## config.mk

```make
export PLATFORM = sky130hd
export DESIGN_NAME = imem_boot_loader
export DESIGN_NICKNAME = d
export VERILOG_FILES = /design/src/rtl/imem_boot_loader.sv
export SDC_FILE = /design/constraint.sdc
export NUM_CORES = 1
export LEC_CHECK = 0
export BUFFER_PORTS_ARGS = -buffer_cell sky130_fd_sc_hd__buf_2
export CAP_MARGIN = 10
export CELL_PAD_IN_SITES_DETAIL_PLACEMENT = 0
export CELL_PAD_IN_SITES_GLOBAL_PLACEMENT = 1
export CORE_ASPECT_RATIO = 1.1
export CORE_MARGIN = 1
export CORE_UTILIZATION = 40
export CTS_CLUSTER_SIZE = 24
export DETAILED_ROUTE_END_ITERATION = 10
export PLACE_DENSITY = 0.79
export SYNTH_ARGS = -nofsm -noshare
export SYNTH_HDL_FRONTEND = slang
export SYNTH_SLANG_ARGS = --single-unit
```

## constraint.sdc

```tcl
create_clock -name clk -period 5.35 [get_ports clk]
set_clock_uncertainty 0.1 [all_clocks]
set_input_delay 0.2675 -clock clk [delete_from_list [all_inputs] [get_ports clk]]
set_output_delay 0.2675 -clock clk [all_outputs]
set_load 0.01 [all_outputs]
```

## src/rtl/imem_boot_loader.sv

```systemverilog
// Byte-serial boot loader: receives a length-prefixed, XOR-checksummed image,
// writes it into instruction memory as little-endian words, then releases the CPU.
module imem_boot_loader #(
   parameter int ADDR_WIDTH = 8
) (
   input  logic                  clk,
   input  logic                  reset,
   input  logic [7:0]            rx_data,
   input  logic                  rx_valid,
   output logic                  rx_ready,
   output logic                  imem_we,
   output logic [ADDR_WIDTH-1:0] imem_addr,
   output logic [31:0]           imem_wdata,
   output logic                  cpu_reset,
   output logic                  done,
   output logic                  error
);

   // state    | meaning
   // S_INIT   | one idle cycle after reset, not ready
   // S_LEN_LO | waiting for word-count low byte
   // S_LEN_HI | waiting for word-count high byte, range check
   // S_DATA   | collecting data bytes into words
   // S_CSUM   | waiting for checksum byte
   // S_RUN    | image verified, CPU released (terminal)
   // S_ERR    | image rejected, CPU held in reset (terminal)
   typedef enum logic [2:0] {
      S_INIT, S_LEN_LO, S_LEN_HI, S_DATA, S_CSUM, S_RUN, S_ERR
   } state_t;

   localparam logic [16:0] CAPACITY = 17'(2 ** ADDR_WIDTH);

   state_t                state, state_nxt;
   logic [15:0]           count;
   logic [7:0]            csum;
   logic [1:0]            byte_idx;
   logic [ADDR_WIDTH:0]   word_idx;
   logic [23:0]           lanes;

   logic                  accept;
   logic [15:0]           len_full;
   logic                  len_over;
   logic                  last_word;

   assign accept    = rx_valid && rx_ready;
   assign len_full  = {rx_data, count[7:0]};
   assign len_over  = {1'b0, len_full} > CAPACITY;
   assign last_word = (17'(word_idx) + 17'd1) == {1'b0, count};

   always_ff @(posedge clk or negedge reset) begin
      if (!reset) begin
         state <= S_INIT;
      end else begin
         state <= state_nxt;
      end
   end

   always_comb begin
      state_nxt = state;
      rx_ready  = 1'b0;
      done      = 1'b0;
      error     = 1'b0;
      cpu_reset = 1'b1;
      case (state)
         S_INIT: begin
            state_nxt = S_LEN_LO;
         end
         S_LEN_LO: begin
            rx_ready = 1'b1;
            if (accept) state_nxt = S_LEN_HI;
         end
         S_LEN_HI: begin
            rx_ready = 1'b1;
            if (accept) begin
               if (len_over)              state_nxt = S_ERR;
               else if (len_full == 16'd0) state_nxt = S_CSUM;
               else                       state_nxt = S_DATA;
            end
         end
         S_DATA: begin
            rx_ready = 1'b1;
            if (accept && byte_idx == 2'd3 && last_word) state_nxt = S_CSUM;
         end
         S_CSUM: begin
            rx_ready = 1'b1;
            if (accept) state_nxt = (rx_data == csum) ? S_RUN : S_ERR;
         end
         S_RUN: begin
            done      = 1'b1;
            cpu_reset = 1'b0;
         end
         S_ERR: begin
            error = 1'b1;
         end
         default: begin
            state_nxt = S_INIT;
         end
      endcase
   end

   always_ff @(posedge clk or negedge reset) begin
      if (!reset) begin
         count      <= '0;
         csum       <= '0;
         byte_idx   <= '0;
         word_idx   <= '0;
         lanes      <= '0;
         imem_we    <= 1'b0;
         imem_addr  <= '0;
         imem_wdata <= '0;
      end else begin
         imem_we <= 1'b0;
         if (accept) begin
            case (state)
               S_LEN_LO: begin
                  count[7:0] <= rx_data;
                  csum       <= csum ^ rx_data;
               end
               S_LEN_HI: begin
                  count[15:8] <= rx_data;
                  csum        <= csum ^ rx_data;
               end
               S_DATA: begin
                  csum     <= csum ^ rx_data;
                  byte_idx <= byte_idx + 2'd1;
                  case (byte_idx)
                     2'd0: lanes[7:0]   <= rx_data;
                     2'd1: lanes[15:8]  <= rx_data;
                     2'd2: lanes[23:16] <= rx_data;
                     default: begin
                        // byte 3 completes the word; write strobe shows next cycle
                        imem_we    <= 1'b1;
                        imem_addr  <= word_idx[ADDR_WIDTH-1:0];
                        imem_wdata <= {rx_data, lanes};
                        word_idx   <= word_idx + {{ADDR_WIDTH{1'b0}}, 1'b1};
                     end
                  endcase
               end
               default: begin
               end
            endcase
         end
      end
   end

endmodule

```

==> results of run 1 <==
[registers in the layout, indices dropped and copies added, names as in the netlist, 2 cells and up]
signal / cells
state: 3
byte_idx: 2
csum: 8
word_idx: 9
imem_addr: 8
lanes: 24
imem_wdata: 32
count: 16
[placed cells by master, fill, tap and decap left out, types with 3 or more instances in the layout]
cell,Yosys,final
nand4_1,5,5
clkbuf_16,0,9
o21ai_0,6,6
o21a_1,3,3
a21oi_1,3,3
nand2_1,98,97
dfrtp_1,103,103
buf_2,7,54
nor2b_1,3,3
nand2b_1,3,3
xnor2_1,28,28
nor2_1,11,11
ha_1,5,5
bufinv_16,0,3
nand3_1,6,6
nor4_1,5,5
nor3_1,4,4
mux2_2,55,55
xor2_1,6,6
inv_1,7,7
buf_4,0,3
[per-layer routing]
layer | track usage | share of wire | wire, µm | up-vias
li1 | - | - | - | 1465
met5 | 0 | 0 | 0 | -
met3 | 0.0290 | 0.032 | 297 | 17
met1 | 0.221 | 0.45 | 4260 | 1531
met2 | 0.287 | 0.49 | 4590 | 52
met4 | 0.0857 | 0.025 | 235 | 0
[where the power goes]
group | internal, mW | switching, mW | total, mW
combinational | 0.384 | 0.333 | 0.717
clock | 0.453 | 0.280 | 0.733
sequential | 1.06 | 0.220 | 1.28
[kinds of logic (layout without fill, tap and decap cells)]
logic type	count (synthesis)	in the layout	synth area share
xor+xnor	34	34	0.0645
mux	55	55	0.134
flops	103	103	0.558
compound gates	29	29	0.0458
simple gates	149	149	0.151
buf+inv	33	80	0.0306
fa+ha+maj	6	6	0.0157
[worst paths after layout]
path | start | to | slack (ps) | depth (start not counted)
min in group asynchronous | reset | lanes[20] | 330 | 2
max in group asynchronous | reset | imem_addr[0] | 3660 | 3
max | state[1] | word_idx[5] | 2000 | 6
min reg2reg | lanes[7] | imem_wdata[7] | 370 | 2
max reg2reg | state[1] | word_idx[5] | 2000 | 6
min | rx_data[1] | csum[1] | 190 | 3
[worst max-delay path, delay by kind of cell (launching register included)]
kind / cells / cell delay [ps]
xor+xnor: 1 / 170
buf+inv: 1 / 940
flops: 1 / 570
simple gates: 4 / 1410
[cell type report]
class	instances	area, µm²
Fill cell	1013	5730
Sequential cell	103	2580
Multi-Input combinational cell	273	1900
Timing Repair Buffer	58	303
Clock buffer	9	225
Tap cell	147	184
Clock inverter	6	110
Inverter	7	26.3
[stage by stage]
step                      hold WS [ps]  instances   util  instance area (µm²)
after floorplan                   -128        409      -                 4620
after global placement             168        587  0.450                 4980
after detailed placement           176        587  0.450                 4980
after CTS                          185        603  0.482                 5330
after global routing               193        603  0.482                 5330
final                              192        603  0.482                 5330
==> flow_summary.ini, run 1 <==
[worst_setup_path]
crit_path_cell_trace = nand2_1 -> nor3_2 -> nand2_2 -> inv_1 -> nand3_1 -> xnor2_1
required_ps = 5470
cp-end-kind = register
slowest_stage = inv_1
critPathLaunchType = register
cp_slowest_stage_delay_ps = 940
cp.arrival_ps = 3470
crit_path_max_fanout = 48
path_class = register to register

[logic_synthesis]
ys_ff_latch = 103
synth.yosys.seq_area_share = 0.558
async_flop_share = 1.00
ys_types = 50
synth_top_area_share = 0.558
syn_avg_cell_area_um2 = 11.3
synth_edf_count = 0
syn_inst = 409
synth_commonest_cells = 103 x dfrtp_1, 98 x nand2_1, 55 x mux2_2
yosysWarnings = 0
synth.most_common_cell = dfrtp_1
synthesis.nets = 425
synth_flop_cell = dfrtp_1
synth_area_leader_cell = dfrtp_1
synth_area_leaders = dfrtp_1 56%, mux2_2 13%, nand2_1 8.0%
netlist_area_mm2 = 0.00462

[sta]
worst_slew_pin_slew_ps = 992
fin_ws_ps = 2000
min_period_over_period = 0.625
period_needed_ps = 3350
slew_viol_final = 0
max_freq_ghz = 0.299
tns_ps = 0
hold_viol = 0
rsz0062_at_grt = false
setup_viol = 0
maxSlewHeadroom = 0.336

[global_route]
overflow = 0
grt_max_degree = 65
grt_usage = 0.173
grt_pass1_vias = 3077
grt_pass1_wl_um = 15800
antenna_found_initial = 0

[floorplan]
start_util = 0.418
die_w_um = 104
row_count = 40
ioPinCount = 56
fp.coreArea_mm2 = 0.0111
die_area_mm2 = 0.0120
dieHeight_um = 115

[worst_hold_path]
hold_path.class = primary input to register

[layout]
nNetsFinal = 468
n_antenna_cell = 0
drive_gt1_frac = 0.298
syn2layout_area_growth_pct = 15.4

[pwr]
total_power_mw = 2.73
ir_drop_uv = 166
powerDensity_mw_per_mm2 = 512
p_leak_nw = 2.61

[cts]
cts_max_level = 3
tritoncts = built
ctsHoldBuffers = 1
clock-sinks = 103
cts_made_buffers = 9
cts-root-buf = clkbuf_16
post_cts_resized = 0
postCtsSetupRepairBufs = 0
clockBufferDepth = 2
clock_latency_ps = 350
path_clk_slew_ps = 70

[drt]
wl_per_cell_um = 15.6
ant_nets = 0
first_pass_iters = 4
drt_iter0_markers = 105
route.vias.total = 3065
vias_per_cell = 5.08
totalWireLength_um = 9380
drc = 0

[placement]
io_buffers = 55
dp_hpwl_um = 6360
place_ws_ps = 2000
gp_congestion = 0.820

[run]
max_cap_violations = 0

[run_status]
outcome = finished, final reports clean
No activity file was read; power rests on OpenSTA's default activity.
==> run 2: changes to the inputs <==
Settings changed: ABC_AREA set to 1, CORE_UTILIZATION 40 to 39, PLACE_DENSITY 0.79 to 0.84.
Clock period 5.35 ns to 2.9 ns, I/O delays scaled along.
==> flow_summary.ini, run 2 <==
[run_status]
outcome = finished, final reports clean

[sta]
tns_ps = 0
period_needed_ps = 1940
maxSlewHeadroom = 0.513
setup_viol = 0
slew_viol_final = 0
worst_slew_pin_slew_ps = 731
hold_viol = 0
min_period_over_period = 0.670
rsz0062_at_grt = false
max_freq_ghz = 0.514

[layout]
largest_reg_flops = 32
seq_area_mm2 = 0.00258
mostFrequentLayoutCells = 214 x nand2_1, 103 x dfrtp_1, 73 x o21ai_0
nNetsFinal = 604
drive_gt1_frac = 0.145
fill_cells = 1116
n_antenna_cell = 0
layout_commonest_cell = nand2_1
largest_register = imem_wdata
largestRegisters = imem_wdata x32, lanes x24, count x16
multiInputGateArea_mm2 = 0.00170
syn2layout_area_growth_pct = 15.5

[floorplan]
row_count = 40
die_area_mm2 = 0.0121
ioPinCount = 56
dieHeight_um = 115
start_util = 0.409
die_w_um = 105
fp.coreArea_mm2 = 0.0111

[logic_synthesis]
synth-compound-area-share = 0.0843
async_flop_share = 1.00
synth_top_family_by_area = simple AND/OR/NAND/NOR gates
ys_types = 24
synth_adder_area_share = 0.0138
synthesis.nets = 551
synthMuxAreaShare = 0.00992
ys_ff_latch = 103
yosys.area_share.simple = 0.248
synth_area_leader_cell = dfrtp_1
synth.most_common_cell = nand2_1
synthXorXnorAreaFrac = 0.0193
syn_inst = 535
netlist_area_mm2 = 0.00454
synth.yosys.seq_area_share = 0.568
synth_area_leaders = dfrtp_1 57%, nand2_1 18%, o21ai_0 8.0%
synth_commonest_cells = 214 x nand2_1, 103 x dfrtp_1, 73 x o21ai_0
synth_edf_count = 0
synth_flop_cell = dfrtp_1
synth_top_area_share = 0.568
yosysWarnings = 0
syn_avg_cell_area_um2 = 8.48

[cts]
clock_latency_ps = 340
path_clk_slew_ps = 70
ctsHoldBuffers = 1
clock-sinks = 103
cts_max_level = 3
post_cts_resized = 0
cts_made_buffers = 9
cts-root-buf = clkbuf_16
postCtsSetupRepairBufs = 0
clockBufferDepth = 2
tritoncts = built

[global_route]
overflow = 0
antenna_found_initial = 0
grt_pass1_wl_um = 16700
grt_pass1_vias = 3456
grt_usage = 0.176
grt_max_degree = 67

[worst_hold_path]
min_from = rx_data[4]
whs_endpoint = csum[4]
min_delay_path_depth = 3
hold_path.class = primary input to register

[worst_setup_path]
cp.arrival_ps = 2080
cp-end-kind = register
path_class = register to register
ff2ff_path_depth = 14
reg2reg_to = state[1]
ff2ff_setup_slack_ps = 960
reg2reg_from = word_idx[1]
critPathLaunchType = register
worstSetupStartpoint = word_idx[1]
required_ps = 3030
crit_path_max_fanout = 6

[pwr]
p_leak_nw = 2.74
ir_drop_uv = 394
total_power_mw = 2.69
powerDensity_mw_per_mm2 = 513

[drt]
route.vias.total = 3618
first_pass_iters = 5
ant_nets = 0
wl_per_cell_um = 13.4
totalWireLength_um = 9890
drt_iter0_markers = 184
vias_per_cell = 4.89
drc = 0

[placement]
dp_hpwl_um = 6890
gp_congestion = 0.794
io_buffers = 55

[run]
max_cap_violations = 0
==> run 2: cell types whose count changed after synthesis, sizes merged, moves of 20 or more <==
cell	before	now
xnor2	28	4
nand3	7	27
nand2	98	217
inv	7	41
mux2	55	4
o21ai	7	75
==> run 2: metrics by stage <==
stage | area (µm²) | hold WS [ps] | util | worst slack [ps] | instances
floorplan | 4540 | -251 | - | 1230 | 535
global placement | 4940 | 158 | 0.445 | 1060 | 723
detailed placement | 4940 | 162 | 0.445 | 986 | 723
CTS | 5240 | 60.4 | 0.472 | 973 | 740
global route | 5240 | 96.4 | 0.472 | 748 | 740
finish | 5240 | 64.6 | 0.472 | 956 | 740
==> run 2: power breakdown <==
part           switching [mW]  leakage, nW  internal [mW]
Clock                   0.577        0.141          0.603
Sequential            0.00146         1.40           1.44
Combinational          0.0567         1.20         0.0161
==> run 2: how the worst max path moves through the flow <==
stage,endpoint,slack (ps),cells past startpoint
2_1_floorplan,state[1],1230,14
3_3_place_gp,imem_wdata[3],1060,8
3_5_place_dp,state[1],990,14
4_1_cts,state[1],970,14
5_1_grt,state[1],750,14
6_report,state[1],960,14
==> run 2: final cells by class <==
cell class              count  share of cell area
well taps                 147              0.0351
multi-input cells         374               0.325
repair buffers             59              0.0640
flip-flops and latches    103               0.492
inverters                  41              0.0294
clock buffers               9              0.0430
clock inverters             7              0.0117
==> run 2: cell families after synthesis <==
kind of cell	after synthesis
AOI/OAI and AO/OA	76
muxes	4
and+or+nand+nor	279
buffers and inverters	58
adders and majority gates	5
DFF	103
xor gates and xnor gates	10
==> run 2: layer usage <==
layer  wire length (µm)  vias to the layer above  track usage
met3                272                       10       0.0210
met4                135                        0       0.0629
met2               4660                       70        0.285
met1               4830                     1736        0.246
li1                   -                     1802            -
met5                  0                        -            0
==> run 2: worst max-delay path, cell delays in order (launching register included) <==
cell and delay [ps]:
dfrtp_1 460, ha_1 230, nand2_1 110, nor2_2 150, nand2_1 90, nand2_1 80, nand3_1 60, nand2_1 60
nand2_1 50, nor2_1 100, nand2_1 80, nand2_2 100, nand2_2 60, nand2_1 60, nand2_1 50
==> run 3: changes to the inputs <==
Settings changed: CORE_UTILIZATION 39 to 40, PLACE_DENSITY 0.84 to 0.83.
Clock period 2.9 ns to 2 ns, I/O delays scaled along.
==> flow_summary.ini, run 3 (synthesized netlist as in run 2, its figures left out) <==
[sta]
slew_viol_final = 0
min_period_over_period = 0.928
max_freq_ghz = 0.539
period_needed_ps = 1860
setup_viol = 0
rsz0062_at_grt = false
tns_ps = 0
maxSlewHeadroom = 0.669
hold_viol = 0
worst_slew_pin_slew_ps = 495

[cts]
cts_max_level = 3
clock-sinks = 103
cts_made_buffers = 9
tritoncts = built
clockBufferDepth = 2
cts-root-buf = clkbuf_16
path_clk_slew_ps = 70
clock_latency_ps = 340

[worst_setup_path]
crit_path_cell_trace = ha_4 -> nand3_1 -> nor2_2 -> buf_4 -> nand2_1 -> nand3_1 -> nand2_1 -> nand2_1 -> nor2_1 -> nand2_1 -> nand2_2 -> nand2_2 -> nand2_1 -> nand2_1
crit_top_cell = nand2_1
critPathLaunchType = register
crit_path_max_fanout = 5
path_class = register to register
path_buf_inv = 1
cp_top_family = simple AND/OR/NAND/NOR gates
slowest_stage = dfrtp_2
cp-end-kind = register
cp_slowest_stage_delay_ps = 460
cp.arrival_ps = 1990
required_ps = 2130

[layout]
final_area_mm2 = 0.00536
largestRegisters = imem_wdata x32, lanes x24, count x16
largest_reg_flops = 32
layout_commonest_cell = nand2_1
mostFrequentLayoutCells = 213 x nand2_1, 101 x dfrtp_1, 73 x o21ai_0
nNetsFinal = 615
n_antenna_cell = 0
syn2layout_area_growth_pct = 18.1
drive_gt1_frac = 0.167
largest_register = imem_wdata

[worst_hold_path]
hold_path.class = primary input to register

[drt]
drc = 0
wl_met2_um = 4970
vias_per_cell = 4.89
ant_nets = 0
wl_per_cell_um = 13.5
route.vias.total = 3670
drt_iter0_markers = 170
top_layer = met4
first_pass_iters = 4
wl_met3_um = 369
totalWireLength_um = 10100
drt-met1-wl_um = 4660

[global_route]
grt_usage = 0.182
grt_pass1_vias = 3574
grt_pass1_wl_um = 17000
antenna_found_initial = 0
grt_max_degree = 54
overflow = 0

[floorplan]
row_count = 40
ioPinCount = 56
die_w_um = 104
dieHeight_um = 114
die_area_mm2 = 0.0118
fp.coreArea_mm2 = 0.0110
start_util = 0.414

[pwr]
p_leak_nw = 2.80
powerDensity_mw_per_mm2 = 728
ir_drop_uv = 479

[placement]
io_buffers = 55
dpl-instance-area_mm2 = 0.00502
dp_hpwl_um = 7120
gp_congestion = 0.855

[run]
max_cap_violations = 0

[run_status]
outcome = finished, final reports clean
==> run 3: cell types whose count changed in the layout (fill, tap and decap cells not counted), sizes merged <==
cell    delta
buf       +11
clkinv     +1
inv        -1
==> run 3: area by class of cell <==
cell class	count	area (µm²)
well taps	147	184
multi-input cells	374	1720
fillers	1071	5600
repair buffers	70	430
flip-flops and latches	103	2580
inverters	41	154
clock inverters	7	63.8
clock buffers	9	225
==> run 3: worst min-delay path, cell delays in order <==
cell and delay, ps:
buf_2 90, xnor2_1 130, o21ai_0 90
==> run 3: metrics by stage <==
step	utilization	hold slack [ps]	cells	worst slack (ps)	total power [mW]
floorplan	-	-296	535	329	2.15
detailed placement	0.458	-67.5	731	79.5	2.24
CTS	0.485	14.8	748	28.9	3.94
global placement	0.458	-75.4	731	161	2.24
global route	0.489	53.7	751	0.340	4.04
finish	0.489	19.1	751	144	3.90
==> run 3: routing by layer <==
layer,global-route usage,vias up
met4,0.0667,0
met2,0.311,75
met3,0.0211,11
met5,0,-
met1,0.240,1763
li1,-,1821
==> run 3: power by group <==
group / total [mW] / internal [mW] / switching (mW)
logic: 0.115 / 0.0302 / 0.0847
clock network: 1.70 / 0.876 / 0.825
registers: 2.08 / 2.08 / 0.00228
==> run 3: what timing repair did <==
action	CTS	global route
gates resized for setup	0	6
buffers inserted	0	3
endpoints found under the setup margin	0	3
endpoints found under the hold margin	75	0
hold buffers	1	0
==> run 3: final timing paths <==
kind | cells after the start | slack [ps] | end | startpoint
worst max register to register | 14 | 140 | state[1] | word_idx[0]
worst max-delay path | 14 | 140 | state[1] | word_idx[0]
worst min-delay path | 3 | 20 | csum[4] | rx_data[4]
min in group asynchronous | 2 | 100 | imem_wdata[18] | reset
worst min register to register | 2 | 370 | imem_wdata[19] | lanes[19]
max in group asynchronous | 3 | 1040 | lanes[5] | reset
